$ cat src/rtl/fan_adc_conditioner_pkg.sv
// Shared definitions for the fan ADC input conditioner.
// FSM encoding, default widths and the rounding helper.
package fan_adc_conditioner_pkg;

    localparam int ADC_BITWIDTH_DEF = 4;

    typedef enum logic {
        FILL = 1'b0,
        RUN  = 1'b1
    } fan_state_e;

    // Half an LSB of the shifted result, so the shift rounds to nearest
    function automatic int round_bias(input int log2);
        return (log2 == 0) ? 0 : (1 << (log2 - 1));
    endfunction

endpackage

$ cat src/rtl/fan_adc_conditioner_if.sv
// Filtered-sample bundle handed to the fan controller.
// Master drives the averaged value, its strobe and window status.
interface fan_adc_conditioner_if #(
    parameter int ADC_BITWIDTH = 4
);
    logic [ADC_BITWIDTH-1:0] adc_avg_o;
    logic                    adc_valid_o;
    logic                    filled_o;

    modport master (
        output adc_avg_o,
        output adc_valid_o,
        output filled_o
    );

    modport slave (
        input adc_avg_o,
        input adc_valid_o,
        input filled_o
    );
endinterface

$ cat src/rtl/fan_adc_conditioner_prescaler.sv
// Sample prescaler: one strobe every period+1 enabled cycles.
// A period lowered below the count wraps through all-ones to zero.
module fan_sample_prescaler #(
    parameter int DIV_BITWIDTH = 20
) (
    input  logic                    clk_i,
    input  logic                    rstn_i,
    input  logic                    clk_en_i,
    input  logic [DIV_BITWIDTH-1:0] sample_period_i,
    output logic                    strobe
);
    logic [DIV_BITWIDTH-1:0] cnt_q;
    logic                    hit;

    assign hit    = (cnt_q == sample_period_i);
    assign strobe = clk_en_i && hit;

    // Free-running counter, restarts on terminal count
    always_ff @(posedge clk_i or negedge rstn_i) begin
        if (!rstn_i) begin
            cnt_q <= '0;
        end else if (clk_en_i) begin
            cnt_q <= hit ? '0 : cnt_q + 1'b1;
        end
    end
endmodule

$ cat src/rtl/fan_adc_conditioner.sv
// Temperature ADC input stage: synchronise, decimate, average.
// Emits a rounded moving average plus a one-cycle valid strobe.
module fan_adc_conditioner
    import fan_adc_conditioner_pkg::*;
#(
    parameter int ADC_BITWIDTH = ADC_BITWIDTH_DEF,
    parameter int AVG_LOG2     = 2,
    parameter int DIV_BITWIDTH = 20
) (
    input  logic                    clk_i,
    input  logic                    rstn_i,
    input  logic                    clk_en_i,
    input  logic [ADC_BITWIDTH-1:0] adc_raw_i,
    input  logic [DIV_BITWIDTH-1:0] sample_period_i,
    input  logic                    flush_i,
    fan_adc_conditioner_if.master   out_if
);
    localparam int D  = 1 << AVG_LOG2;
    localparam int SW = ADC_BITWIDTH + AVG_LOG2;
    localparam int FW = (AVG_LOG2 > 0) ? AVG_LOG2 : 1;
    localparam logic [SW-1:0] BIAS = SW'(round_bias(AVG_LOG2));

    logic [ADC_BITWIDTH-1:0] sync1_q;
    logic [ADC_BITWIDTH-1:0] sync2_q;
    logic [ADC_BITWIDTH-1:0] win_q [D];
    logic [SW-1:0]           sum_q;
    logic [SW-1:0]           sum_next;
    logic [SW-1:0]           sum_rnd;
    logic [ADC_BITWIDTH-1:0] avg_next;
    logic [ADC_BITWIDTH-1:0] avg_q;
    logic                    valid_q;
    logic [FW-1:0]           fill_q;
    logic [FW-1:0]           fill_d;
    fan_state_e              state_q;
    fan_state_e              state_d;
    logic                    strobe;
    logic                    flush_en;
    logic                    take;
    logic                    fill_done;
    logic                    publish;

    fan_sample_prescaler #(
        .DIV_BITWIDTH(DIV_BITWIDTH)
    ) u_prescaler (
        .clk_i          (clk_i),
        .rstn_i         (rstn_i),
        .clk_en_i       (clk_en_i),
        .sample_period_i(sample_period_i),
        .strobe         (strobe)
    );

    // A flush discards any sample arriving in the same cycle
    assign flush_en  = clk_en_i && flush_i;
    assign take      = strobe && !flush_i;
    assign fill_done = (fill_q == FW'(D - 1));
    assign publish   = take && ((state_q == RUN) || fill_done);

    assign sum_next = sum_q + SW'(sync2_q) - SW'(win_q[D-1]);
    assign sum_rnd  = sum_next + BIAS;
    assign avg_next = ADC_BITWIDTH'(sum_rnd >> AVG_LOG2);

    // Two-flop synchroniser, runs on every clock regardless of enable
    always_ff @(posedge clk_i or negedge rstn_i) begin
        if (!rstn_i) begin
            sync1_q <= '0;
            sync2_q <= '0;
        end else begin
            sync1_q <= adc_raw_i;
            sync2_q <= sync1_q;
        end
    end

    // Sample window and running sum
    always_ff @(posedge clk_i or negedge rstn_i) begin
        if (!rstn_i) begin
            for (int i = 0; i < D; i++) win_q[i] <= '0;
            sum_q <= '0;
        end else if (flush_en) begin
            for (int i = 0; i < D; i++) win_q[i] <= '0;
            sum_q <= '0;
        end else if (take) begin
            for (int i = D - 1; i > 0; i--) win_q[i] <= win_q[i-1];
            win_q[0] <= sync2_q;
            sum_q    <= sum_next;
        end
    end

    // FSM next state and fill counter
    always_comb begin
        state_d = state_q;
        fill_d  = fill_q;
        if (flush_en) begin
            state_d = FILL;
            fill_d  = '0;
        end else if (take && state_q == FILL) begin
            if (fill_done) state_d = RUN;
            else           fill_d  = fill_q + 1'b1;
        end
    end

    // FSM state and fill counter registers
    always_ff @(posedge clk_i or negedge rstn_i) begin
        if (!rstn_i) begin
            state_q <= FILL;
            fill_q  <= '0;
        end else begin
            state_q <= state_d;
            fill_q  <= fill_d;
        end
    end

    // Output value held between updates; valid is a single-cycle pulse
    always_ff @(posedge clk_i or negedge rstn_i) begin
        if (!rstn_i) begin
            avg_q   <= '0;
            valid_q <= 1'b0;
        end else begin
            valid_q <= publish;
            if (publish) avg_q <= avg_next;
        end
    end

    assign out_if.adc_avg_o   = avg_q;
    assign out_if.adc_valid_o = valid_q;
    assign out_if.filled_o    = (state_q == RUN);
endmodule

$ cat src/flat_wrapper.sv
// flat-port wrapper written by rule: the top's interface ports become plain ports
module fan_adc_conditioner_flat import fan_adc_conditioner_pkg::*;
#(
    parameter int ADC_BITWIDTH = ADC_BITWIDTH_DEF,
    parameter int AVG_LOG2     = 2,
    parameter int DIV_BITWIDTH = 20
)
  (clk_i, rstn_i, clk_en_i, adc_raw_i, sample_period_i, flush_i, out_if_adc_avg_o, out_if_adc_valid_o, out_if_filled_o);
  fan_adc_conditioner_if #(.ADC_BITWIDTH(ADC_BITWIDTH)) out_if_i ();
  input  logic clk_i;
  input  logic rstn_i;
  input  logic clk_en_i;
  input  logic [ADC_BITWIDTH-1:0] adc_raw_i;
  input  logic [DIV_BITWIDTH-1:0] sample_period_i;
  input  logic flush_i;
  output wire logic [$bits(out_if_i.adc_avg_o)-1:0] out_if_adc_avg_o;
  output wire logic [$bits(out_if_i.adc_valid_o)-1:0] out_if_adc_valid_o;
  output wire logic [$bits(out_if_i.filled_o)-1:0] out_if_filled_o;
  assign out_if_adc_avg_o = out_if_i.adc_avg_o;
  assign out_if_adc_valid_o = out_if_i.adc_valid_o;
  assign out_if_filled_o = out_if_i.filled_o;
  fan_adc_conditioner #(.ADC_BITWIDTH(ADC_BITWIDTH), .AVG_LOG2(AVG_LOG2), .DIV_BITWIDTH(DIV_BITWIDTH)) u_core (.clk_i(clk_i), .rstn_i(rstn_i), .clk_en_i(clk_en_i), .adc_raw_i(adc_raw_i), .sample_period_i(sample_period_i), .flush_i(flush_i), .out_if(out_if_i));
endmodule
$ cat config.mk
export PLATFORM = sky130hd
export DESIGN_NAME = fan_adc_conditioner_flat
export DESIGN_NICKNAME = d
export VERILOG_FILES = /design/src/rtl/fan_adc_conditioner_pkg.sv /design/src/rtl/fan_adc_conditioner_if.sv /design/src/rtl/fan_adc_conditioner_prescaler.sv /design/src/rtl/fan_adc_conditioner.sv /design/src/flat_wrapper.sv
export SDC_FILE = /design/constraint.sdc
export NUM_CORES = 1
export LEC_CHECK = 0
export ABC_CLOCK_PERIOD_IN_PS = 4250
export CAP_MARGIN = 20
export CORE_AREA = 2 2 90 92
export DETAILED_ROUTE_END_ITERATION = 12
export DIE_AREA = 0 0 92 94
export PLACE_DENSITY = 0.58
export SLEW_MARGIN = 10
export SYNTH_ARGS = -nofsm -noshare
export SYNTH_HDL_FRONTEND = slang
export SYNTH_SLANG_ARGS = --single-unit
export TNS_END_PERCENT = 100
$ cat constraint.sdc
create_clock -name clk_i -period 4.25 [get_ports clk_i]
set_clock_uncertainty 0.2 [all_clocks]
set_input_delay 0.425 -clock clk_i [delete_from_list [all_inputs] [get_ports clk_i]]
set_output_delay 0.425 -clock clk_i [all_outputs]
set_load 0.05 [all_outputs]
# Word level (Yosys, flattened, before mapping)
# Cells that the tools add are included.
# op_classes
mux	11
n_reduce_logical	12
bitwise	1
n_shift	0
n_div	0
n_mul	0
n_eq_ne	3
n_addsub	5
magnitude_cmp	0
# op_table
cell	n
16-bit 2-to-1 mux	2
20-bit by 1-bit adder with 20-bit output, second input constant	1
20-bit == test	1
20-bit 2-to-1 mux	1
6-bit 2-to-1 mux	2
6-bit by 2-bit adder with 6-bit output, second input constant	1
6-bit by 4-bit adder with 6-bit output	1
2-bit 2-to-1 mux	3
2-bit nonzero test	3
6-bit by 4-bit subtractor with 6-bit output	1
1-bit logical AND	5
2-bit AND reduction	2
1-bit 2-to-1 mux	3
2-bit by 1-bit adder with 2-bit output, second input constant	1
2-bit == test, second input constant	1
2-bit by 1-bit != test with 1-bit output, second input constant	1
1-bit logical NOT	1
1-bit logical OR	1
1-bit NOT	1
# totals
mem_bits_rw	0
out_inout_bits	6
latch_bits	0
rom_bits	0
mem_count	0
reg_bits	58
inputBits	28
word_cells	44

# Logic depth before layout (Yosys ltp)
# Gate-level depths: netlist of the first run.
# logic_depth
word_depth	6
depth_mapped	12

# Hierarchy
# Synthesis of the first run repeated with hierarchy kept, for this count alone.
# hier_totals
cells_unflattened	288
area_unflattened_um2	2994.1
# by_module_without_submodules
module	instances	cells_per_inst	area_per_inst_um2
fan_adc_conditioner	1	149	1710.4
fan_sample_prescaler	1	139	1283.7

# Worst setup path after synthesis of the first run
# OpenSTA, ideal clock, no wires.
# synth_path
path_type	register -> register
startpoint	register u_core.win_q[1] (netlist bit)
endpoint	register u_core.avg_q[3] (netlist: u_core.out_if.adc_avg_o[3])
setup_time_ps	125
path_stages_with_launch	9
path_slack_ps	1541
arrival_ps	2385
cell_sequence	dfrtp_1 -> fa_1 -> fa_1 -> nand2b_1 -> a21oi_1 -> xor2_1 -> nand3_1 -> xor2_1 -> mux2_2
# synth_between
elab_chain_len	2
# synth_rtl
element	line_no	text
from (decl)	fan_adc_conditioner.sv:25	logic [ADC_BITWIDTH-1:0] win_q [D];
6-bit by 4-bit subtractor with 6-bit output	fan_adc_conditioner.sv:58	assign sum_next = sum_q + SW'(sync2_q) - SW'(win_q[D-1]);
6-bit by 2-bit adder with 6-bit output	fan_adc_conditioner.sv:59	assign sum_rnd = sum_next + BIAS;
to (signal assigned)	fan_adc_conditioner.sv:119	if (publish) avg_q <= avg_next;
to (decl)	fan_adc_conditioner.sv:30	logic [ADC_BITWIDTH-1:0] avg_q;
# Every way passes these cells.
# A chain may end at the register's enable or synchronous reset.

# Final worst setup path of the first run
# Same ends and word-level chain as after synthesis.

==> out/results.tsv, run 1 <==
stage	metric	value	unit
status	status	complete, but fails checks	
status	failing checks	negative hold slack	
drt	Routed WL per cell	13.9	um
synthesis	Async SR Flop Fraction	1.00	
synthesis	Post-synth top cells	dfrtp_1, inv_1, nor2_1, xnor2_1	
drt	ANT nets after route	0	
clock_network	CTS Buffer Depth	2	
pwr	Power Density	423	nW/um2
synthesis	top cell type's share of synthesized area	0.468	
layout	area of the multi-input gates	1460	um2
pwr	leakage power total	1.79	nW
die	DIE HEIGHT	94	um
clock_network	Setup Buffers After CTS	0	
clock_network	CTS buffer count	9	
clock_network	CTS tree	yes	
clock_network	clk root buf	clkbuf_8	
die	row count	32	
sta	RSZ-0062 raised after global routing	no	
layout	final instance area	3740	um2
drt	Via Count	2200	
synthesis	Post-synth EDFFs	0	
sta	Max-slew headroom	0.346	
sta	TNS Setup	0	ns
drt	Post-Route WL	6.25	mm
sta	hold slack	-0.00541	ns
synthesis	synthesized net count	346	
synthesis	Syn Std Cell Area	3100	um2
worst_setup_path	crit path max fanout	3	
grt	GRT Overall Usage	0.162	
sta	Final period util	0.694	
layout	Sequential cell area	1450	um2
drt	Iteration-0 DRC Markers	99	
clock_network	PostCTS Resize Cnt	0	
layout	layout cells sized above 1	0.0780	
sta	crit path time final	2.95	ns
sta	Worst Tran Pin Value	0.978	ns
placed_design	placer congestion estimate	0.851	
die	core area	7610	um2
worst_setup_path	critical path capture point type	flop	
sta	fmax	339	MHz
placed_design	placed inst area	3530	um2
synthesis	Cell variety after synth	32	
grt	total grt overflow	0	
synthesis	Synth Flop Type	dfrtp_1	
die	Starting Density	0.407	
synthesis	Yosys reg bits	58	
worst_setup_path	R2R Setup Slk	1.30	ns
sta	final hold vios	2	
layout	# fillers	724	
die	die width	92	um
drt	Pre-antenna DRT Iters	5	
clock_network	worst skew pair latency	0.33	ns
pwr	maximum VDD drop	0.177	mV
clock_network	CTS Sinks	58	
sta	endpoints failing setup	0	
drt	vias per std cell	4.91	
die	IO Pins	34	
synthesis	Yosys top cell by area	dfrtp_1	
layout	Final nets	383	
grt	largest net degree at the start of global routing	38	
clock_network	Clock transition at path regs	0.07	ns
worst_setup_path	required time of the critical path	4.27	ns
grt	global-route wire length before repair	10.7	mm
placed_design	hpwl dp	4.40	mm
worst_setup_path	Startpoint Class	flop	
worst_setup_path	Worst Setup Path Type	reg2reg	
grt	vias in the first global route	2175	
grt	initial antenna violation count	0	
layout	P&R area growth vs syn	20.7	%
synthesis	synthesized netlist cell count	305	
run	maxcap violations	0	
clock_network	CTS H-tree lvls	3	
layout	n_diodes	0	
die	Die Area	8650	um2
synthesis	most common cell in the netlist	dfrtp_1	
drt	Post-route DRC	0	
synthesis	Area contributors post-synth	dfrtp_1, xnor2_1, mux2i_1	
worst_hold_path	Hold Path Class	in2async	
synthesis	synthesized area per cell	10.2	um2
sta	Final Slew Violations	0	
worst_setup_path	Worst Path Arrival	2.97	ns
synthesis	Seq/Total Area, Yosys	0.468	
placed_design	port bufs	33	
clock_network	CTS Hold Buffers Added	0	
synthesis	Synth warnings	0	
## power by group
| group | internal (mW) | total, mW | leakage [nW] | switching [mW] |
|---|---|---|---|---|
| Clock | 0.315 | 0.532 | 0.106 | 0.217 |
| Combinational | 0.176 | 0.367 | 0.910 | 0.191 |
| Sequential | 0.614 | 0.683 | 0.770 | 0.0691 |
| Total | 1.10 | 1.58 | 1.79 | 0.477 |
## sequential cells by signal (all words and copies together), names as in the netlist
name,cells
u_core.u_prescaler.cnt_q,20
u_core.sum_q,6
u_core.win_q,16
u_core.fill_q,2
u_core.out_if.adc_valid_o,1
u_core.out_if.filled_o,1
u_core.sync1_q,4
u_core.sync2_q,4
u_core.out_if.adc_avg_o,4
## final timing paths
kind,startpoint,endpoint,depth (start not counted)
max,u_core.win_q[1],u_core.out_if.adc_avg_o[3],8
min,rstn_i,u_core.fill_q[0],1
max reg2reg,u_core.win_q[1],u_core.out_if.adc_avg_o[3],8
min reg2reg,u_core.sync1_q[1],u_core.sync2_q[1],0
max in group asynchronous,rstn_i,u_core.u_prescaler.cnt_q[1],2
min in group clk_i,u_core.sync1_q[1],u_core.sync2_q[1],0
## cells in the final DEF (no fill, tap or decap), types with 2 or more instances in the layout
| cell | netlist | final |
|---|---|---|
| nand2b_1 | 2 | 2 |
| a21oi_1 | 9 | 9 |
| nand2_1 | 11 | 11 |
| xor2_1 | 19 | 19 |
| nand4_1 | 11 | 11 |
| and3_1 | 3 | 3 |
| mux2i_1 | 19 | 19 |
| o21ai_0 | 4 | 4 |
| dfrtp_1 | 58 | 58 |
| o22ai_1 | 18 | 18 |
| a31o_2 | 2 | 2 |
| clkbuf_8 | 0 | 12 |
| nand3_1 | 13 | 13 |
| nor4_1 | 3 | 3 |
| mux2_2 | 4 | 4 |
| nor3_1 | 2 | 2 |
| nor2_1 | 27 | 27 |
| buf_4 | 0 | 4 |
| xnor2_1 | 27 | 27 |
| inv_1 | 38 | 38 |
| ha_1 | 9 | 9 |
| clkdlybuf4s50_1 | 0 | 32 |
| and4_1 | 2 | 2 |
| fa_1 | 4 | 4 |
## critical path, cell delays in order, from the launching register on
cell and delay [ns]:
dfrtp_1 0.41, fa_1 0.51, fa_1 0.46, nand2b_1 0.16, a21oi_1 0.19, xor2_1 0.33, nand3_1 0.14, xor2_1 0.16
mux2_2 0.26
## metal layers
layer,share of wire,up-vias,GRT usage
li1,-,1093,-
met1,0.49,1065,0.216
met2,0.46,35,0.247
met3,0.037,7,0.0482
met4,0.013,0,0.0634
met5,0,-,0
## per-stage QoR
step | setup WS [ns] | utilization | instances | total power [mW]
final | 1.30 | 0.491 | 448 | 1.58
after floorplan | 1.54 | - | 305 | 0.947
after global placement | 1.30 | 0.465 | 433 | 1.05
after detailed placement | 1.27 | 0.465 | 433 | 1.06
after global routing | 1.13 | 0.491 | 448 | 1.69
after CTS | 1.27 | 0.491 | 448 | 1.60
## kinds of logic (layout without fill, tap and decap cells)
kind of cell,Yosys count,count (layout),share of synthesized area
adder cells (fa/ha/maj),13,13,0.0622
flip-flops,58,58,0.468
AND/OR/NAND/NOR,79,79,0.129
buffers and inverters,49,90,0.0610
XOR/XNOR,46,46,0.130
multiplexers,23,23,0.0759
AO/OA/AOI/OAI,37,37,0.0735
## area by class of cell
type	instances	share of cell area
clock buffer	13	0.0452
clock inverter	2	0.00937
inverter	38	0.0382
multi-input combinational	198	0.390
sequential	58	0.388
tap	102	0.0341
timing repair buffer	37	0.0950
Note: power is estimated with default switching activity, not from simulation.
==> run 2, diff against run 1 <==
ABC_CLOCK_PERIOD_IN_PS = 2420   (was 4250)
PLACE_DENSITY = 0.61   (was 0.58)
clock period = 2.42 ns   (was 4.25 ns; I/O delays follow)
==> run 2 against run 1 <==
Effect of this change:
- the run ends with negative setup slack left
- die area unchanged
- sequential share of layout area fell by 2.7 points
- sequential cell count stayed put
- clock power rose by 83%
- global-route usage is 0.23 points lower
- clock-buffer cell count grew 1
- first-iteration DRC count fell by 19%
- maximum frequency increased by 12%
- via count up 3.7%
- cell count rose by 5.1%
- critical path type unchanged
==> out/results.tsv, run 2 (synthesized netlist as in run 1, its figures left out) <==
stage	metric	value	unit	change
drt	Post-Route WL	6.23	mm	was 6.25 mm
layout	Final Core Density	0.527		was 0.491
grt	GR Util met1	0.220		was 0.216
status	status	complete, but fails checks		unchanged
die	die width	92	um	unchanged
pwr	leakage power total	1.91	nW	was 1.79 nW
drt	Pre-antenna DRT Iters	4		was 5
sta	crit path time final	2.63	ns	was 2.95 ns
worst_setup_path	Worst Setup Path Type	reg2reg		unchanged
grt	met2 usage	0.241		was 0.247
layout	area of the multi-input gates	1540	um2	was 1460 um2
layout	n_diodes	0		unchanged
pwr	Power Density	746	nW/um2	was 423 nW/um2
layout	Sequential cell area	1450	um2	unchanged
grt	GR Util met3	0.0273		was 0.0482
clock_network	Clock transition at path regs	0.06	ns	was 0.07 ns
layout	non-filler cells, final	471		was 448
sta	setup ws final	-0.211	ns	was 1.30 ns
worst_setup_path	Critical path destination	u_core.out_if.adc_avg_o[3]		unchanged
sta	Worst Tran Pin Value	0.745	ns	was 0.978 ns
run	maxcap violations	0		unchanged
placed_design	port bufs	33		unchanged
layout	most frequent cells in the layout	dfrtp_1, inv_1, clkdlybuf4s50_1, xnor2_1, nor2_1		was dfrtp_1, inv_1, clkdlybuf4s50_1, nor2_1, xnor2_1
grt	global-route wire length before repair	10.7	mm	about the same
placed_design	placer congestion estimate	0.797		was 0.851
sta	endpoints failing setup	4		was 0
clock_network	worst skew pair latency	0.33	ns	about the same
sta	final hold vios	0		was 2
worst_setup_path	critical path capture point type	flop		unchanged
drt	Routed WL per cell	13.2	um	was 13.9 um
placed_design	worst slack, placed	-0.404	ns	was 1.27 ns
die	IO Pins	34		unchanged
layout	# fillers	722		was 724
clock_network	CTS H-tree lvls	3		unchanged
sta	Final period util	1.09		was 0.694
clock_network	CTS tree	yes		unchanged
worst_setup_path	crit path max fanout	2		was 3
worst_setup_path	required time of the critical path	2.43	ns	was 4.27 ns
layout	commonest non-fill, non-tap cell in the layout	dfrtp_1		unchanged
status	failing checks	negative setup slack		was negative hold slack
die	core area	7610	um2	unchanged
layout	P&R area growth vs syn	29.5	%	was 20.7%
grt	largest net degree at the start of global routing	59		was 38
layout	max reg flops	20		unchanged
worst_setup_path	Worst Path Arrival	2.65	ns	was 2.97 ns
layout	Final nets	405		was 383
clock_network	clk root buf	clkbuf_8		unchanged
worst_setup_path	R2R Setup Slk	-0.21	ns	was 1.30 ns
sta	Max-slew headroom	0.503		was 0.346
die	DIE HEIGHT	94	um	unchanged
drt	Via Count	2282		was 2200
drt	Post-route DRC	0		unchanged
layout	largest registers	u_core.u_prescaler.cnt_q (20), u_core.win_q (16), u_core.sum_q (6)		unchanged
worst_setup_path	Startpoint Class	flop		unchanged
worst_hold_path	Hold Path Class	reg2reg		was in2async
drt	Iteration-0 DRC Markers	80		was 99
placed_design	hpwl dp	4.46	mm	was 4.40 mm
clock_network	CTS Sinks	58		unchanged
grt	GRT Overall Usage	0.159		was 0.162
worst_setup_path	R2R Path End	u_core.out_if.adc_avg_o[3]		unchanged
drt	ANT nets after route	0		unchanged
pwr	maximum VDD drop	0.447	mV	was 0.177 mV
clock_network	CTS Buffer Depth	2		unchanged
placed_design	DP Cell Count	454		was 433
sta	RSZ-0062 raised after global routing	yes		was no
worst_setup_path	Critical path origin	u_core.sync2_q[1]		was u_core.win_q[1]
sta	Final Slew Violations	0		unchanged
layout	layout cells sized above 1	0.171		was 0.0780
layout	Top reg by flops	u_core.u_prescaler.cnt_q		unchanged
die	Starting Density	0.407		unchanged
die	Die Area	8650	um2	unchanged
worst_setup_path	reg2reg start	u_core.sync2_q[1]		was u_core.win_q[1]
grt	total grt overflow	0		unchanged
grt	most used routing layer in global routing	met2		unchanged
grt	vias in the first global route	2258		was 2175
grt	initial antenna violation count	0		unchanged
die	row count	32		unchanged
drt	vias per std cell	4.85		was 4.91
worst_setup_path	reg2reg path depth	9		was 8
clock_network	CTS buffer count	9		unchanged
sta	fmax	380	MHz	was 339 MHz
[run 2: how the worst min path moves through the flow]
| stage | start | end | slack, ns | cells after the start |
|---|---|---|---|---|
| after floorplan | rstn_i | u_core.fill_q[0] | -0.25 | 0 |
| after global placement | u_core.sync1_q[0] | u_core.sync2_q[0] | 0.13 | 0 |
| after detailed placement | u_core.sync1_q[2] | u_core.sync2_q[2] | 0.14 | 0 |
| after CTS | adc_raw_i[2] | u_core.sync1_q[2] | 0.13 | 1 |
| after global routing | adc_raw_i[0] | u_core.sync1_q[0] | 0.14 | 1 |
| final | u_core.sync1_q[2] | u_core.sync2_q[2] | 0.15 | 0 |
[run 2: metal layers]
metal	wire length, um	vias up
li1	-	1140
met1	3030	1099
met2	2890	36
met3	195	7
met4	108	0
met5	0	-
[run 2: power breakdown]
part	internal (mW)	switching, mW
sequential	1.08	0.113
combinational	0.435	0.390
clock	0.610	0.366
[run 2: per-stage QoR]
step | area, um2 | TNS [ns] | hold WS (ns) | power, mW
5_1_grt | 4010 | -1.30 | 0.137 | 3.19
3_5_place_dp | 3710 | -3.14 | 0.136 | 1.96
6_report | 4010 | -0.611 | 0.149 | 2.99
2_1_floorplan | 3110 | -0.609 | -0.254 | 1.67
3_3_place_gp | 3710 | -3.05 | 0.134 | 1.94
4_1_cts | 3970 | -0.913 | 0.135 | 2.98
[run 2: layout make-up]
cell class | instances | area share
Clock inverter | 2 | 0.0150
Sequential cell | 58 | 0.362
Clock buffer | 14 | 0.0380
Timing Repair Buffer | 59 | 0.133
Multi-Input combinational cell | 198 | 0.384
Inverter | 38 | 0.0355
Tap cell | 102 | 0.0318
[run 2: worst max-delay path: stages (launching register included)]
cell and delay [ns]:
dfrtp_1 0.39, inv_2 0.06, fa_2 0.46, fa_2 0.41, nand2b_4 0.15, a21oi_2 0.14, xor2_1 0.18, nand3_1 0.12
xor2_1 0.15, mux2_4 0.26
[run 2: what timing repair did]
| action | CTS | global route |
|---|---|---|
| pin swaps | 12 | 10 |
| hold endpoints to repair | 58 | 0 |
| gates resized for setup | 10 | 9 |
| buffers inserted | 1 | 1 |
| setup endpoints to repair | 7 | 8 |
| hold buffers | 1 | 0 |
==> run 3, diff against run 2 <==
CELL_PAD_IN_SITES_DETAIL_PLACEMENT = 1   (was not set)
CELL_PAD_IN_SITES_GLOBAL_PLACEMENT = 1   (was not set)
CORE_AREA = 2 2 92 94   (was 2 2 90 92)
CTS_CLUSTER_DIAMETER = 40   (was not set)
DIE_AREA = 0 0 94 96   (was 0 0 92 94)
PLACE_DENSITY = 0.72   (was 0.61)
==> run 3 against run 2 <==
Effect of this change:
- the run still ends with negative setup slack left
- via count up 7.4%
- worst hold slack worse by 0.013 ns
- global-route usage up 2.4 points
- first-iteration DRC count down 48%
- routed wire length up 30%
- total power up 4.6%
- sequential power about the same
- sequential cell count unchanged
- register-to-register slack worse by 0.08 ns
- cell area up 4.6%
- largest power group unchanged
==> out/results.tsv, run 3 (synthesized netlist as in run 1, its figures left out) <==
stage	metric	value	unit	change
status	status	complete, but fails checks		unchanged
status	failing checks	negative setup slack		unchanged
layout	max reg flops	20		unchanged
drt	Post-route DRC	0		unchanged
grt	largest net degree at the start of global routing	35		was 59
die	Die Area	9020	um2	was 8650 um2
run	maxcap violations	0		unchanged
clock_network	CTS buffer count	9		unchanged
layout	layout cells sized above 1	0.233		was 0.171
drt	Routed WL per cell	16.9	um	was 13.2 um
layout	P&R area growth vs syn	35.5	%	was 29.5%
sta	crit path time final	2.71	ns	was 2.63 ns
pwr	maximum VDD drop	0.346	mV	was 0.447 mV
drt	Pre-antenna DRT Iters	4		unchanged
die	die width	94	um	was 92 um
layout	largest registers	u_core.u_prescaler.cnt_q (20), u_core.win_q (16), u_core.sum_q (6)		unchanged
die	Starting Density	0.385		was 0.407
grt	vias in the first global route	2517		was 2258
placed_design	hpwl dp	5.25	mm	was 4.46 mm
sta	fmax	368	MHz	was 380 MHz
worst_setup_path	Largest stage delay, worst path	0.60	ns	was 0.46 ns
clock_network	Clock transition at path regs	0.07	ns	was 0.06 ns
layout	non-filler cells, final	479		was 471
placed_design	DP Cell Count	456		was 454
worst_setup_path	Crit path top cell by count	inv_2		
sta	Worst Tran Pin Value	0.602	ns	was 0.745 ns
clock_network	worst skew pair latency	0.34	ns	was 0.33 ns
clock_network	CTS Sinks	58		unchanged
sta	RSZ-0062 raised after global routing	yes		unchanged
die	core area	8050	um2	was 7610 um2
layout	Final nets	411		was 405
die	row count	33		was 32
drt	ANT nets after route	0		unchanged
layout	Top reg by flops	u_core.u_prescaler.cnt_q		unchanged
worst_setup_path	critical-path cell with the highest stage delay	fa_2		unchanged
sta	hold slack	0.136	ns	was 0.149 ns
clock_network	CTS H-tree lvls	3		unchanged
die	DIE HEIGHT	96	um	was 94 um
grt	total grt overflow	0		unchanged
layout	# fillers	883		was 722
worst_setup_path	required time of the critical path	2.45	ns	was 2.43 ns
layout	commonest non-fill, non-tap cell in the layout	dfrtp_1		unchanged
worst_setup_path	crit path max fanout	2		unchanged
sta	final hold vios	0		unchanged
drt	vias per std cell	5.11		was 4.85
worst_setup_path	Cell Chain, Critical Path	inv_2 -> fa_2 -> inv_2 -> ha_4 -> a211oi_4 -> o21bai_1 -> a21oi_1 -> xnor2_1 -> xor2_1 -> mux2_4		was inv_2 -> fa_2 -> fa_2 -> nand2b_4 -> a21oi_2 -> xor2_1 -> nand3_1 -> xor2_1 -> mux2_4
clock_network	CTS Buffer Depth	2		unchanged
clock_network	clk root buf	clkbuf_8		unchanged
layout	most frequent cells in the layout	dfrtp_1, inv_1, clkdlybuf4s50_1, buf_4, nor2_1		was dfrtp_1, inv_1, clkdlybuf4s50_1, xnor2_1, nor2_1
grt	GRT Overall Usage	0.183		was 0.159
drt	Post-Route WL	8.11	mm	was 6.23 mm
placed_design	port bufs	33		unchanged
grt	global-route wire length before repair	12.4	mm	was 10.7 mm
die	IO Pins	34		unchanged
drt	Via Count	2450		was 2282
sta	Final Slew Violations	0		unchanged
worst_setup_path	Startpoint Class	flop		unchanged
sta	Final period util	1.12		was 1.09
worst_setup_path	Worst Path Arrival	2.75	ns	was 2.65 ns
pwr	Power Density	746	nW/um2	about the same
sta	endpoints failing setup	6		was 4
sta	setup ws final	-0.295	ns	was -0.211 ns
grt	initial antenna violation count	0		unchanged
pwr	leakage power total	1.99	nW	was 1.91 nW
clock_network	CTS tree	yes		unchanged
placed_design	placer congestion estimate	0.800		was 0.797
worst_setup_path	critical path capture point type	flop		unchanged
layout	n_diodes	0		unchanged
drt	Iteration-0 DRC Markers	42		was 80
worst_setup_path	Worst Setup Path Type	reg2reg		unchanged
worst_hold_path	Hold Path Class	in2reg		was reg2reg
sta	Max-slew headroom	0.598		was 0.503
==> run 3: cell types whose count changed in the layout (fill, tap and decap cells not counted), moves of 3 or more <==
cell | previous run | this run
buf_4 | 24 | 28
clkbuf_1 | 4 | 0
ha_4 | 2 | 5
xnor2_1 | 27 | 18
xnor2_2 | 0 | 9
==> run 3: final cells by class <==
cell class                 instances  area, um2  area share
timing repair buffer              65        606       0.144
clock inverter                     5       55.1      0.0131
clock buffer                      10        138      0.0328
inverter                          38        148      0.0352
multi-input combinational        198       1670       0.398
tap                              105        131      0.0313
sequential                        58       1450       0.346
==> run 3: stage by stage <==
step           area, um2  power (mW)  worst slack, ns   util  TNS [ns]
2_1_floorplan       3110        1.67           -0.262      -    -0.609
4_1_cts             4020        2.98           -0.350  0.499     -1.13
3_3_place_gp        3730        1.97           -0.347  0.464     -2.35
5_1_grt             4200        3.31           -0.388  0.521     -1.42
3_5_place_dp        3730        2.00           -0.454  0.464     -5.08
6_report            4200        3.13           -0.295  0.521    -0.806
==> run 3: worst max-delay path, delay by kind of cell (launching register included) <==
family / cells / cell delay [ns]
buffers and inverters: 2 / 0.11
muxes: 1 / 0.27
adders and majority gates: 2 / 0.82
AOI/OAI and AO/OA: 3 / 0.55
DFF: 1 / 0.36
xor gates and xnor gates: 2 / 0.30
==> run 3: what timing repair did <==
action / CTS / global route
buffers inserted: 4 / 5
setup endpoints to repair: 7 / 24
gates resized for setup: 12 / 28
hold buffers: 1 / 0
hold endpoints to repair: 24 / 0
pin swaps: 15 / 13
==> run 3: final timing paths <==
check,start,endpoint,slack (ns),cells after the start
setup / recovery,u_core.sum_q[1],u_core.out_if.adc_avg_o[3],-0.29,10
min in group asynchronous,rstn_i,u_core.fill_q[0],0.24,2
max in group asynchronous,rstn_i,u_core.u_prescaler.cnt_q[5],1.17,3
hold reg to reg,u_core.sync1_q[3],u_core.sync2_q[3],0.15,0
setup reg to reg,u_core.sum_q[1],u_core.out_if.adc_avg_o[3],-0.29,10
hold / removal,adc_raw_i[0],u_core.sync1_q[0],0.14,1
==> run 3: layer usage <==
layer	up-vias	GRT usage	share of wire	wire (um)
met5	-	0	0	0
met4	0	0.0857	0.024	196
met3	15	0.0345	0.035	286
met2	51	0.305	0.51	4110
met1	1232	0.232	0.43	3510
li1	1152	-	-	-
==> run 3: power breakdown <==
part / internal (mW) / total [mW] / switching (mW)
Clock: 0.494 / 0.899 / 0.406
Sequential: 1.08 / 1.20 / 0.122
Combinational: 0.538 / 1.03 / 0.495
